--- src/rtl/instruction_fetch_unit.sv ---
// ---------------------------------------------------------------------------
// instruction_fetch_unit
//
// Front end of the single-issue MIPS core. It holds the PC and requests one
// instruction word at a time from instruction memory. It latches the returned
// word and presents it, with its OP field, to the control decoder and the
// datapath. When the datapath consumes the instruction, the unit resolves
// BEQ/BNE and moves the PC either to the next word or to the branch target.
//
// Ports
//   clk           in   system clock, rising edge
//   reset         in   asynchronous, active-low reset
//   InstrValid    in   memory returns InstrData this cycle
//   InstrData     in   instruction word from memory
//   Consume       in   datapath accepts the presented instruction
//   BranchEQ      in   current instruction is BEQ
//   BranchNE      in   current instruction is BNE
//   Zero          in   ALU zero flag for the current instruction
//   BranchOffset  in   sign-extended 16-bit immediate
//   InstrReq      out  read request to instruction memory
//   InstrAddr     out  word address of the request (= PC)
//   Instruction   out  latched instruction
//   OP            out  Instruction[31:26]
//   InstrReady    out  Instruction/OP valid, awaiting Consume
//   PC            out  address of the presented instruction
//   PC_4          out  PC + 4
//   RetireCount   out  number of consumed instructions, wraps
// ---------------------------------------------------------------------------
module instruction_fetch_unit #(
    parameter int unsigned           DATA_WIDTH = 32,
    parameter logic [DATA_WIDTH-1:0] PC_RESET   = 32'h0040_0000
) (
    input  logic                  clk,
    input  logic                  reset,
    input  logic                  InstrValid,
    input  logic [DATA_WIDTH-1:0] InstrData,
    input  logic                  Consume,
    input  logic                  BranchEQ,
    input  logic                  BranchNE,
    input  logic                  Zero,
    input  logic [DATA_WIDTH-1:0] BranchOffset,
    output logic                  InstrReq,
    output logic [DATA_WIDTH-1:0] InstrAddr,
    output logic [DATA_WIDTH-1:0] Instruction,
    output logic [5:0]            OP,
    output logic                  InstrReady,
    output logic [DATA_WIDTH-1:0] PC,
    output logic [DATA_WIDTH-1:0] PC_4,
    output logic [31:0]           RetireCount
);

    typedef enum logic [0:0] {
        FETCH = 1'b0,
        ISSUE = 1'b1
    } fetchState_e;

    // Word alignment is applied to every PC load, including the reset value.
    localparam logic [DATA_WIDTH-1:0] PC_RESET_ALIGNED = {PC_RESET[DATA_WIDTH-1:2], 2'b00};

    fetchState_e           stateReg;
    fetchState_e           stateNext;
    logic [DATA_WIDTH-1:0] pcReg;
    logic [DATA_WIDTH-1:0] pcNext;
    logic [DATA_WIDTH-1:0] instrReg;
    logic [DATA_WIDTH-1:0] instrNext;
    logic [31:0]           retireReg;
    logic [31:0]           retireNext;

    logic [DATA_WIDTH-1:0] pcPlus4;
    logic [DATA_WIDTH-1:0] branchTarget;
    logic [DATA_WIDTH-1:0] pcTarget;
    logic                  branchTaken;

    // Sequential-PC and branch-target arithmetic; all sums wrap modulo
    // 2^DATA_WIDTH. The offset is a word offset, hence the shift by two.
    assign pcPlus4      = pcReg + DATA_WIDTH'(4);
    assign branchTarget = pcPlus4 + {BranchOffset[DATA_WIDTH-3:0], 2'b00};

    // BranchEQ and BranchNE are mutually exclusive from the decoder; if both
    // are ever set the formula simply yields "taken".
    assign branchTaken  = (BranchEQ & Zero) | (BranchNE & ~Zero);
    assign pcTarget     = branchTaken ? branchTarget : pcPlus4;

    // ------------------------------------------------------------------
    // State register
    // ------------------------------------------------------------------
    always_ff @(posedge clk or negedge reset) begin
        if (!reset) begin
            stateReg  <= FETCH;
            pcReg     <= PC_RESET_ALIGNED;
            instrReg  <= '0;
            retireReg <= '0;
        end else begin
            stateReg  <= stateNext;
            pcReg     <= pcNext;
            instrReg  <= instrNext;
            retireReg <= retireNext;
        end
    end

    // ------------------------------------------------------------------
    // Next-state logic
    // ------------------------------------------------------------------
    always_comb begin
        stateNext  = stateReg;
        pcNext     = pcReg;
        instrNext  = instrReg;
        retireNext = retireReg;

        unique case (stateReg)
            FETCH: begin
                // Consume is meaningless here: nothing is being presented.
                if (InstrValid) begin
                    instrNext = InstrData;
                    stateNext = ISSUE;
                end
            end
            ISSUE: begin
                // InstrValid is ignored here so a late or spurious memory
                // response cannot overwrite the presented instruction.
                if (Consume) begin
                    pcNext     = {pcTarget[DATA_WIDTH-1:2], 2'b00};
                    retireNext = retireReg + 32'd1;
                    stateNext  = FETCH;
                end
            end
            default: begin
                stateNext = FETCH;
            end
        endcase
    end

    // ------------------------------------------------------------------
    // Outputs
    // ------------------------------------------------------------------
    // The request is gated with reset directly so that an in-flight fetch is
    // abandoned the moment reset asserts, not at the next clock edge.
    assign InstrReq    = reset & (stateReg == FETCH);
    assign InstrReady  = (stateReg == ISSUE);
    assign InstrAddr   = pcReg;
    assign PC          = pcReg;
    assign PC_4        = pcPlus4;
    assign Instruction = instrReg;
    assign OP          = instrReg[DATA_WIDTH-1 -: 6];
    assign RetireCount = retireReg;

endmodule

--- config.mk ---
export PLATFORM = sky130hd
export DESIGN_NAME = instruction_fetch_unit
export DESIGN_NICKNAME = d
export VERILOG_FILES = /design/src/rtl/instruction_fetch_unit.sv
export SDC_FILE = /design/constraint.sdc
export NUM_CORES = 1
export LEC_CHECK = 0
export CAP_MARGIN = 40
export CORE_UTILIZATION = 39
export DETAILED_ROUTE_END_ITERATION = 10
export HOLD_SLACK_MARGIN = 0.05
export PLACE_DENSITY = 0.71
export SLEW_MARGIN = 20
export SYNTH_ARGS = -nofsm -noshare
export SYNTH_HDL_FRONTEND = slang
export SYNTH_SLANG_ARGS = --single-unit
--- constraint.sdc ---
create_clock -name clk -period 7.8 [get_ports clk]
set_input_delay 2.34 -clock clk [delete_from_list [all_inputs] [get_ports clk]]
set_output_delay 2.34 -clock clk [all_outputs]
set_load 0.1 [all_outputs]
==> results.py, run 1 <==
metrics = {
    "logic_synthesis": {
        "avgSynthCellArea_um2": 9.15,
        "synth_seq_cells": 95,
        "ys.flop_type": "dfrtp_1",
        "synth_edf_count": 0,
        "synth_warnings": 0,
        "seq_area_frac_synth_pct": 35.9,
        "synth_area_leaders": "dfrtp_1 (35%), xnor2_1 (7.0%), ha_1 (7.0%)",
        "synth_top_area_share_pct": 35.5,
        "async_reset_ff_share_pct": 100,
        "syn_area_mm2": 0.00663,
        "synth_cell_types": 62,
        "synth_top_area_cell": "dfrtp_1",
        "syn_inst": 725,
    },
    "final_layout": {
        "design_area_mm2": 0.0120,
        "drive_gt1_share_pct": 21.5,
        "final_nets": 1178,
        "fin_cells": 1294,
        "n_antenna_cell": 0,
        "layout_commonest_cell": "clkdlybuf4s50_1",
        "final_cell_mix": "clkdlybuf4s50_1 (228), buf_8 (132), dfrtp_1 (94)",
        "area_growth_pct": 80.1,
    },
    "detailed_routing": {
        "drt_iter0_drc": 440,
        "routed_wl_um": 25400,
        "drtAntennaViolNets": 0,
        "wl_per_cell_um": 19.6,
        "top_layer_used": "met4",
        "vias": 7063,
        "dr.pass1.iters": 6,
        "routed-wl-met3_um": 1740,
        "drc_errors": 0,
        "wl_met1_um": 10200,
        "met2WireLength_um": 12700,
        "vias_per_cell": 5.46,
    },
    "place": {
        "dp.final_hpwl_um": 19800,
        "placed_area_mm2": 0.0116,
        "place.gp.congestion": 0.904,
        "placedCellCount": 1278,
        "io_buffer_count": 230,
    },
    "timing": {
        "relSlewSlack_pct": 49.4,
        "rsz0062_at_grt": "no",
        "setup_violations": 0,
        "worst_pin_slew_ns": 0.758,
        "fin_crit_sh_pct": 80.0,
        "final.min_clock_period_ns": 6.24,
        "hold_viol_final": 0,
        "drv_slew": 0,
        "tns_ns": 0,
        "fin_skew_ns": 0.0138,
        "max_clock_freq_mhz": 160,
    },
    "cts": {
        "ctsResizeCount": 0,
        "cts_tree": "yes",
        "cts.path.max_buffers": 2,
        "cts_buffers": 9,
        "clkSinkCount": 95,
        "root_buffer": "clkbuf_16",
        "cts_setup_buffers": 0,
        "clk_latency_ns": 0.35,
        "postCtsHoldBufs": 0,
        "cts.reportedPaths.clkPinSlew_ns": 0.07,
        "htreeDepth": 3,
    },
    "setup_path": {
        "path_class": "register to output port",
        "cp_top_family": "simple AND/OR/NAND/NOR gates",
        "path_max_fanout": 6,
        "cp-end-kind": "output port",
        "crit_top_cell": "nand3_1",
        "crit_buf_inv": 2,
        "path_cells": "ha_1 > nand3_1 > nor2_1 > nand3_1 > nor3_2 > and3_1 > xor2_1 > clkdlybuf4s50_1 > buf_8",
        "slowest_stage": "nor3_2",
        "cp-start-kind": "register",
        "critPathRequiredTime_ns": 5.46,
        "max_stage_delay_ns": 0.58,
        "arrival_ns": 3.90,
    },
    "job": {
        "drv_cap": 0,
    },
    "grt": {
        "antenna_found_initial": 0,
        "grt_max_degree": 55,
        "track_usage_pct": 29.3,
        "grt_pass1_vias": 7199,
        "gr-total-overflow": 0,
        "grt_pass1_wl_um": 40000,
    },
    "floorplan": {
        "die_h_um": 132,
        "core_mm2": 0.0166,
        "die_x_um": 132,
        "num_rows": 47,
        "floorplan.initialDensity_pct": 40.0,
        "die_area_mm2": 0.0175,
        "ios": 239,
    },
    "outcome": {
        "status": "complete, no violations",
    },
    "worst_hold_path": {
        "min_path_type": "register to register",
    },
}
-- final timing paths --
kind / from / end / slack (ns) / cells after the start
max: InstrAddr[3]$_DFFE_PN0P_ / PC_4[26] / 1.56 / 9
max in group asynchronous: reset / RetireCount[26]$_DFFE_PN0P_ / 4.65 / 2
max reg2reg: InstrAddr[3]$_DFFE_PN0P_ / InstrAddr[31]$_DFFE_PN0P_ / 2.96 / 15
min in group asynchronous: reset / InstrAddr[7]$_DFFE_PN0P_ / 2.06 / 1
min: RetireCount[10]$_DFFE_PN0P_ / RetireCount[10]$_DFFE_PN0P_ / 0.51 / 1
min reg2reg: RetireCount[10]$_DFFE_PN0P_ / RetireCount[10]$_DFFE_PN0P_ / 0.51 / 1
-- flip-flops by register name, indices dropped and copies added (netlist names) --
signal	flops
RetireCount	32
InstrAddr	30
Instruction	32
InstrReady	1
-- per-stage QoR --
step | utilization, % | hold WS, ns | worst slack [ns]
after global placement | 53.4 | 0.465 | 1.66
after detailed placement | 70.2 | 0.500 | 1.95
after global routing | 72.1 | 0.524 | 1.37
after floorplan | - | 0.709 | 1.37
after CTS | 72.1 | 0.515 | 1.68
final | 72.1 | 0.512 | 1.56
-- metal layers --
metal / up-vias / GRT usage [%]
met3: 60 / 5.21
met1: 3381 / 35.1
met4: 0 / 12.1
li1: 3254 / -
met2: 368 / 51.6
met5: - / 0
-- final cells by class --
type                            instances  area (µm²)
Timing Repair Buffer                  396        5110
Fill cell                            1098        4630
Multi-Input combinational cell        552        3820
Clock inverter                          7        83.8
Tap cell                              220         275
Sequential cell                        95        2380
Clock buffer                            9         225
Inverter                               15        56.3
-- logic make-up after synthesis --
logic type	synth area share (%)
multiplexers	6.43
buffers and inverters	7.13
AND/OR/NAND/NOR	16.4
AO/OA/AOI/OAI	16.6
XOR/XNOR	10.3
flip-flops	35.9
adder cells (fa/ha/maj)	7.28
other	0.0565
-- cells in the mapped netlist, drive strengths merged (25+ instances only) --
cell type	count
nor2	37
nand2	64
dfrtp	94
nand3	40
o21ai	46
ha	37
and3	25
xnor2	53
buf	47
a21oi	54
mux2	34
xor2	25
Power of run 1 is left out: the tool's default activity adds up to more than one toggle a clock period on the data nets, which glitch-free logic cannot reach.
==> run 2, diff against run 1 <==
==> constraint.sdc (replaced) <==
create_clock -name clk -period 5.97 [get_ports clk]
set_input_delay 1.791 -clock clk [delete_from_list [all_inputs] [get_ports clk]]
set_output_delay 1.791 -clock clk [all_outputs]
set_load 0.1 [all_outputs]
==> run 2 against run 1 <==
  * Via count down 1.9%
  * Design area fell by 3.2%
  * Cell count is 1.2% lower
==> results.py, run 2 (synthesis gave the netlist of run 1 again) <==
metrics = {
    "cts": {
        "cts.reportedPaths.clkPinSlew_ns": 0.07,
        "cts.path.max_buffers": 2,
        "clk_latency_ns": 0.34,
        "ctsResizeCount": 0,
        "cts_tree": "yes",
        "htreeDepth": 3,
        "cts_buffers": 9,
        "clkSinkCount": 95,
        "root_buffer": "clkbuf_16",
        "cts_setup_buffers": 0,
        "postCtsHoldBufs": 0,
    },
    "detailed_routing": {
        "drt_iter0_drc": 437,
        "wl_per_cell_um": 19.1,
        "drc_errors": 0,
        "vias": 6928,
        "drtAntennaViolNets": 0,
        "vias_per_cell": 5.42,
        "routed_wl_um": 24400,
        "dr.pass1.iters": 5,
    },
    "place": {
        "dp.final_hpwl_um": 19300,
        "place.gp.congestion": 0.904,
        "io_buffer_count": 230,
    },
    "grt": {
        "grt_pass1_wl_um": 38200,
        "grt_max_degree": 50,
        "antenna_found_initial": 0,
        "gr-total-overflow": 0,
        "grt_pass1_vias": 6787,
        "track_usage_pct": 28.1,
    },
    "setup_path": {
        "path_cells": "ha_1 > nand3_1 > nor2_1 > buf_4 > nand3_1 > nor3_2 > nand2_1 > xnor2_1 > buf_4",
        "max_stage_delay_ns": 0.57,
        "timing.rr.end": "InstrAddr[31]$_DFFE_PN0P_",
        "slowest_stage": "nor3_2",
        "arrival_ns": 3.28,
        "r2r_cells": 16,
        "r2r_slack_ns": 1.45,
        "cp-start-kind": "register",
        "path_class": "register to output port",
        "path_max_fanout": 7,
        "critPathRequiredTime_ns": 4.18,
        "r2r-start": "InstrAddr[2]$_DFFE_PN0P_",
        "cp-end-kind": "output port",
    },
    "floorplan": {
        "num_rows": 47,
        "die_h_um": 132,
        "ios": 239,
        "floorplan.initialDensity_pct": 40.0,
        "die_x_um": 132,
        "die_area_mm2": 0.0175,
        "core_mm2": 0.0166,
    },
    "final_layout": {
        "area_growth_pct": 74.3,
        "final_cell_mix": "clkdlybuf4s50_1 (211), buf_8 (124), dfrtp_1 (94)",
        "final_nets": 1164,
        "layout_commonest_cell": "clkdlybuf4s50_1",
        "n_fill_cell": 1134,
        "n_antenna_cell": 0,
        "drive_gt1_share_pct": 22.1,
    },
    "timing": {
        "final.min_clock_period_ns": 5.07,
        "rsz0062_at_grt": "no",
        "drv_slew": 0,
        "fin_crit_sh_pct": 84.9,
        "worst_pin_slew_ns": 0.693,
        "tns_ns": 0,
        "hold_viol_final": 0,
        "fin_skew_ns": 0.00843,
        "holdWs_ns": 0.508,
        "max_clock_freq_mhz": 197,
        "setup_violations": 0,
        "relSlewSlack_pct": 52.6,
    },
    "job": {
        "drv_cap": 0,
    },
    "worst_hold_path": {
        "min_path_cells": 1,
        "min_from": "RetireCount[10]$_DFFE_PN0P_",
        "min_path_type": "register to register",
        "min_to": "RetireCount[10]$_DFFE_PN0P_",
    },
    "outcome": {
        "status": "complete, no violations",
    },
}
[run 2: cell types whose count changed in the layout (fill, tap and decap cells not counted), sizes merged]
cell / previous run / this run
clkinv: 2 / 1
clkdlybuf4s50: 228 / 211
inv: 19 / 17
buf: 168 / 171
clkbuf: 9 / 10
clkinvlp: 0 / 1
[run 2: worst max-delay path by stage]
stage	startpoint	endpoint	slack [ns]	cells past startpoint
final	InstrAddr[2]$_DFFE_PN0P_	PC_4[30]	0.90	9
after global routing	InstrAddr[2]$_DFFE_PN0P_	PC_4[26]	0.64	9
after CTS	InstrAddr[2]$_DFFE_PN0P_	PC_4[30]	0.88	9
after detailed placement	BranchOffset[0]	InstrAddr[28]$_DFFE_PN0P_	1.07	11
after global placement	BranchOffset[0]	InstrAddr[28]$_DFFE_PN0P_	1.06	11
after floorplan	InstrAddr[2]$_DFFE_PN0P_	InstrAddr[31]$_DFFE_PN0P_	0.05	15
[run 2: final cells by class]
class	instances	area [µm²]	area share [%]
multi-input combinational	552	3820	33.1
timing repair buffer	382	4730	40.9
clock buffer	10	239	2.07
inverter	15	56.3	0.487
sequential	95	2380	20.6
tap	220	275	2.38
clock inverter	5	66.3	0.573
[run 2: critical path: cells and delay by family, from the launching register on]
kind          cells  cell delay [ns]
xor+xnor          1             0.34
fa+ha+maj         1             0.25
buf+inv           2             0.53
flops             1             0.49
simple gates      5             1.33
[run 2: routing by layer]
metal	global-route usage, %	wire [µm]
met5	0	0
met4	10.9	730
met3	4.75	1570
met2	48.9	12200
met1	34.8	9890
[run 2: stage by stage]
stage,util (%),setup WS [ns],cell area (µm²),std cells
after floorplan,-,0.0516,6660,730
after global placement,53.4,1.06,8850,1120
after detailed placement,67.9,1.07,11300,1264
after CTS,69.7,0.884,11600,1279
after global routing,69.7,0.636,11600,1279
final,69.7,0.900,11600,1279
Power of run 2 is left out for the same reason.
==> run 3, diff against run 2 <==
--- a/config.mk
+++ b/config.mk
@@ -9,7 +9,7 @@
 export CORE_UTILIZATION = 39
 export DETAILED_ROUTE_END_ITERATION = 10
 export HOLD_SLACK_MARGIN = 0.05
-export PLACE_DENSITY = 0.71
+export PLACE_DENSITY = 0.74
 export SLEW_MARGIN = 20
 export SYNTH_ARGS = -nofsm -noshare
 export SYNTH_HDL_FRONTEND = slang
==> constraint.sdc (replaced) <==
create_clock -name clk -period 4.5 [get_ports clk]
set_input_delay 1.35 -clock clk [delete_from_list [all_inputs] [get_ports clk]]
set_output_delay 1.35 -clock clk [all_outputs]
set_load 0.1 [all_outputs]
==> run 3 against run 2 <==
  * Via count about the same
  * Global-route usage up 1.3 points
  * Hold slack worse by 0.015 ns
  * First-iteration DRC count up 7.8%
  * Cell count up 0.55%
  * Non-clock buffer count up 6
  * Critical endpoint is now InstrAddr[25]$_DFFE_PN0P_
  * Largest cell class unchanged
  * Flip-flop and latch count unchanged
==> results.py, run 3 (synthesis gave the netlist of run 1 again) <==
metrics = {
    "cts": {
        "cts_tree": "yes",
        "cts_buffers": 9,
        "root_buffer": "clkbuf_16",
        "htreeDepth": 3,
        "clkSinkCount": 95,
        "cts.reportedPaths.clkPinSlew_ns": 0.08,
        "cts_setup_buffers": 0,
        "ctsResizeCount": 0,
        "cts.path.max_buffers": 2,
        "clk_latency_ns": 0.36,
        "postCtsHoldBufs": 0,
    },
    "place": {
        "place.gp.congestion": 0.940,
        "dp.final_hpwl_um": 20000,
        "io_buffer_count": 230,
        "placedCellCount": 1269,
    },
    "detailed_routing": {
        "routed-wl-met3_um": 1530,
        "routed_wl_um": 25400,
        "drc_errors": 0,
        "drt_iter0_drc": 471,
        "wl_per_cell_um": 19.7,
        "vias": 6925,
        "dr.pass1.iters": 7,
        "top_layer_used": "met4",
        "wl_met1_um": 9740,
        "vias_per_cell": 5.38,
        "drtAntennaViolNets": 0,
        "met2WireLength_um": 13000,
    },
    "floorplan": {
        "die_area_mm2": 0.0175,
        "num_rows": 47,
        "die_x_um": 132,
        "ios": 239,
        "floorplan.initialDensity_pct": 40.0,
        "core_mm2": 0.0166,
        "die_h_um": 132,
    },
    "grt": {
        "grt_pass1_wl_um": 40000,
        "track_usage_pct": 29.4,
        "grt_max_degree": 62,
        "grt_pass1_vias": 7216,
        "antenna_found_initial": 0,
        "gr-total-overflow": 0,
    },
    "timing": {
        "relSlewSlack_pct": 61.8,
        "fin_crit_sh_pct": 91.5,
        "holdWs_ns": 0.493,
        "worst_pin_slew_ns": 0.572,
        "hold_viol_final": 0,
        "final.min_clock_period_ns": 4.12,
        "max_clock_freq_mhz": 243,
        "setup_violations": 0,
        "fin_skew_ns": 0.0169,
        "rsz0062_at_grt": "no",
        "tns_ns": 0,
        "drv_slew": 0,
    },
    "final_layout": {
        "layout_commonest_cell": "clkdlybuf4s50_1",
        "fin_cells": 1286,
        "final_cell_mix": "clkdlybuf4s50_1 (199), buf_8 (110), dfrtp_1 (80)",
        "area_growth_pct": 81.5,
        "n_antenna_cell": 0,
        "final_nets": 1170,
        "drive_gt1_share_pct": 27.3,
    },
    "worst_hold_path": {
        "min_path_type": "register to register",
    },
    "setup_path": {
        "crit_buf_inv": 1,
        "cp_top_family": "simple AND/OR/NAND/NOR gates",
        "slowest_stage": "dfrtp_4",
        "cp-end-kind": "register",
        "critPathRequiredTime_ns": 4.76,
        "cp-start-kind": "register",
        "max_stage_delay_ns": 0.47,
        "path_class": "register to register",
        "path_cells": "ha_1 > nand3_1 > nor3_1 > buf_4 > and3_1 > xor2_4 > ha_1 > and4_1 > and3_1 > nand4_1 > a21oi_2 > a211oi_4 > nor4_1 > mux2_4 > o221ai_2",
        "path_max_fanout": 7,
        "arrival_ns": 4.38,
    },
    "outcome": {
        "status": "complete, no violations",
    },
    "job": {
        "drv_cap": 0,
    },
}
-- run 3: cell count changes in the layout (fill, tap and decap cells not counted), sizes merged --
cell / delta
clkinv: +1
bufinv: -1
buf: +18
clkbuf: +2
inv: -1
clkdlybuf4s50: -12
-- run 3: worst reg2reg max path, delay by kind of cell, from the launching register on --
family | cells | cell delay (ns)
and+or+nand+nor | 7 | 1.80
buffers and inverters | 1 | 0.19
AOI/OAI and AO/OA | 3 | 0.48
xor gates and xnor gates | 1 | 0.11
muxes | 1 | 0.35
DFF | 1 | 0.47
adders and majority gates | 2 | 0.62
-- run 3: final cells by class --
| cell class | count | area (µm²) |
|---|---|---|
| timing repair buffer | 388 | 4820 |
| clock buffer | 12 | 236 |
| tap | 220 | 275 |
| sequential | 95 | 2410 |
| clock inverter | 4 | 30.0 |
| multi-input combinational | 552 | 4210 |
| inverter | 15 | 56.3 |
| fill | 1077 | 4550 |
-- run 3: final timing paths --
check	start	endpoint	slack, ns	cells after the start
worst min-delay path	RetireCount[31]$_DFFE_PN0P_	RetireCount[31]$_DFFE_PN0P_	0.49	1
worst max register to register	InstrAddr[2]$_DFFE_PN0P_	InstrAddr[25]$_DFFE_PN0P_	0.38	15
worst max-delay path	InstrAddr[2]$_DFFE_PN0P_	InstrAddr[25]$_DFFE_PN0P_	0.38	15
max in group asynchronous	reset	InstrAddr[2]$_DFFE_PN0P_	2.56	4
worst min register to register	RetireCount[31]$_DFFE_PN0P_	RetireCount[31]$_DFFE_PN0P_	0.49	1
min in group asynchronous	reset	RetireCount[26]$_DFFE_PN0P_	1.06	2
-- run 3: stage by stage --
step           worst slack, ns  util [%]  cell area, µm²
3_5_place_dp             0.124      70.8           11700
6_report                 0.381      72.6           12000
5_1_grt                 0.0887      72.6           12000
4_1_cts                  0.384      72.4           12000
3_3_place_gp             0.130      57.2            9490
2_1_floorplan           -0.258         -            7080
-- run 3: routing by layer --
| layer | vias to the layer above | track usage [%] |
|---|---|---|
| li1 | 3239 | - |
| met1 | 3303 | 34.2 |
| met2 | 311 | 52.6 |
| met3 | 72 | 4.94 |
| met4 | 0 | 13.9 |
| met5 | - | 0 |
Power of run 3 is left out for the same reason.
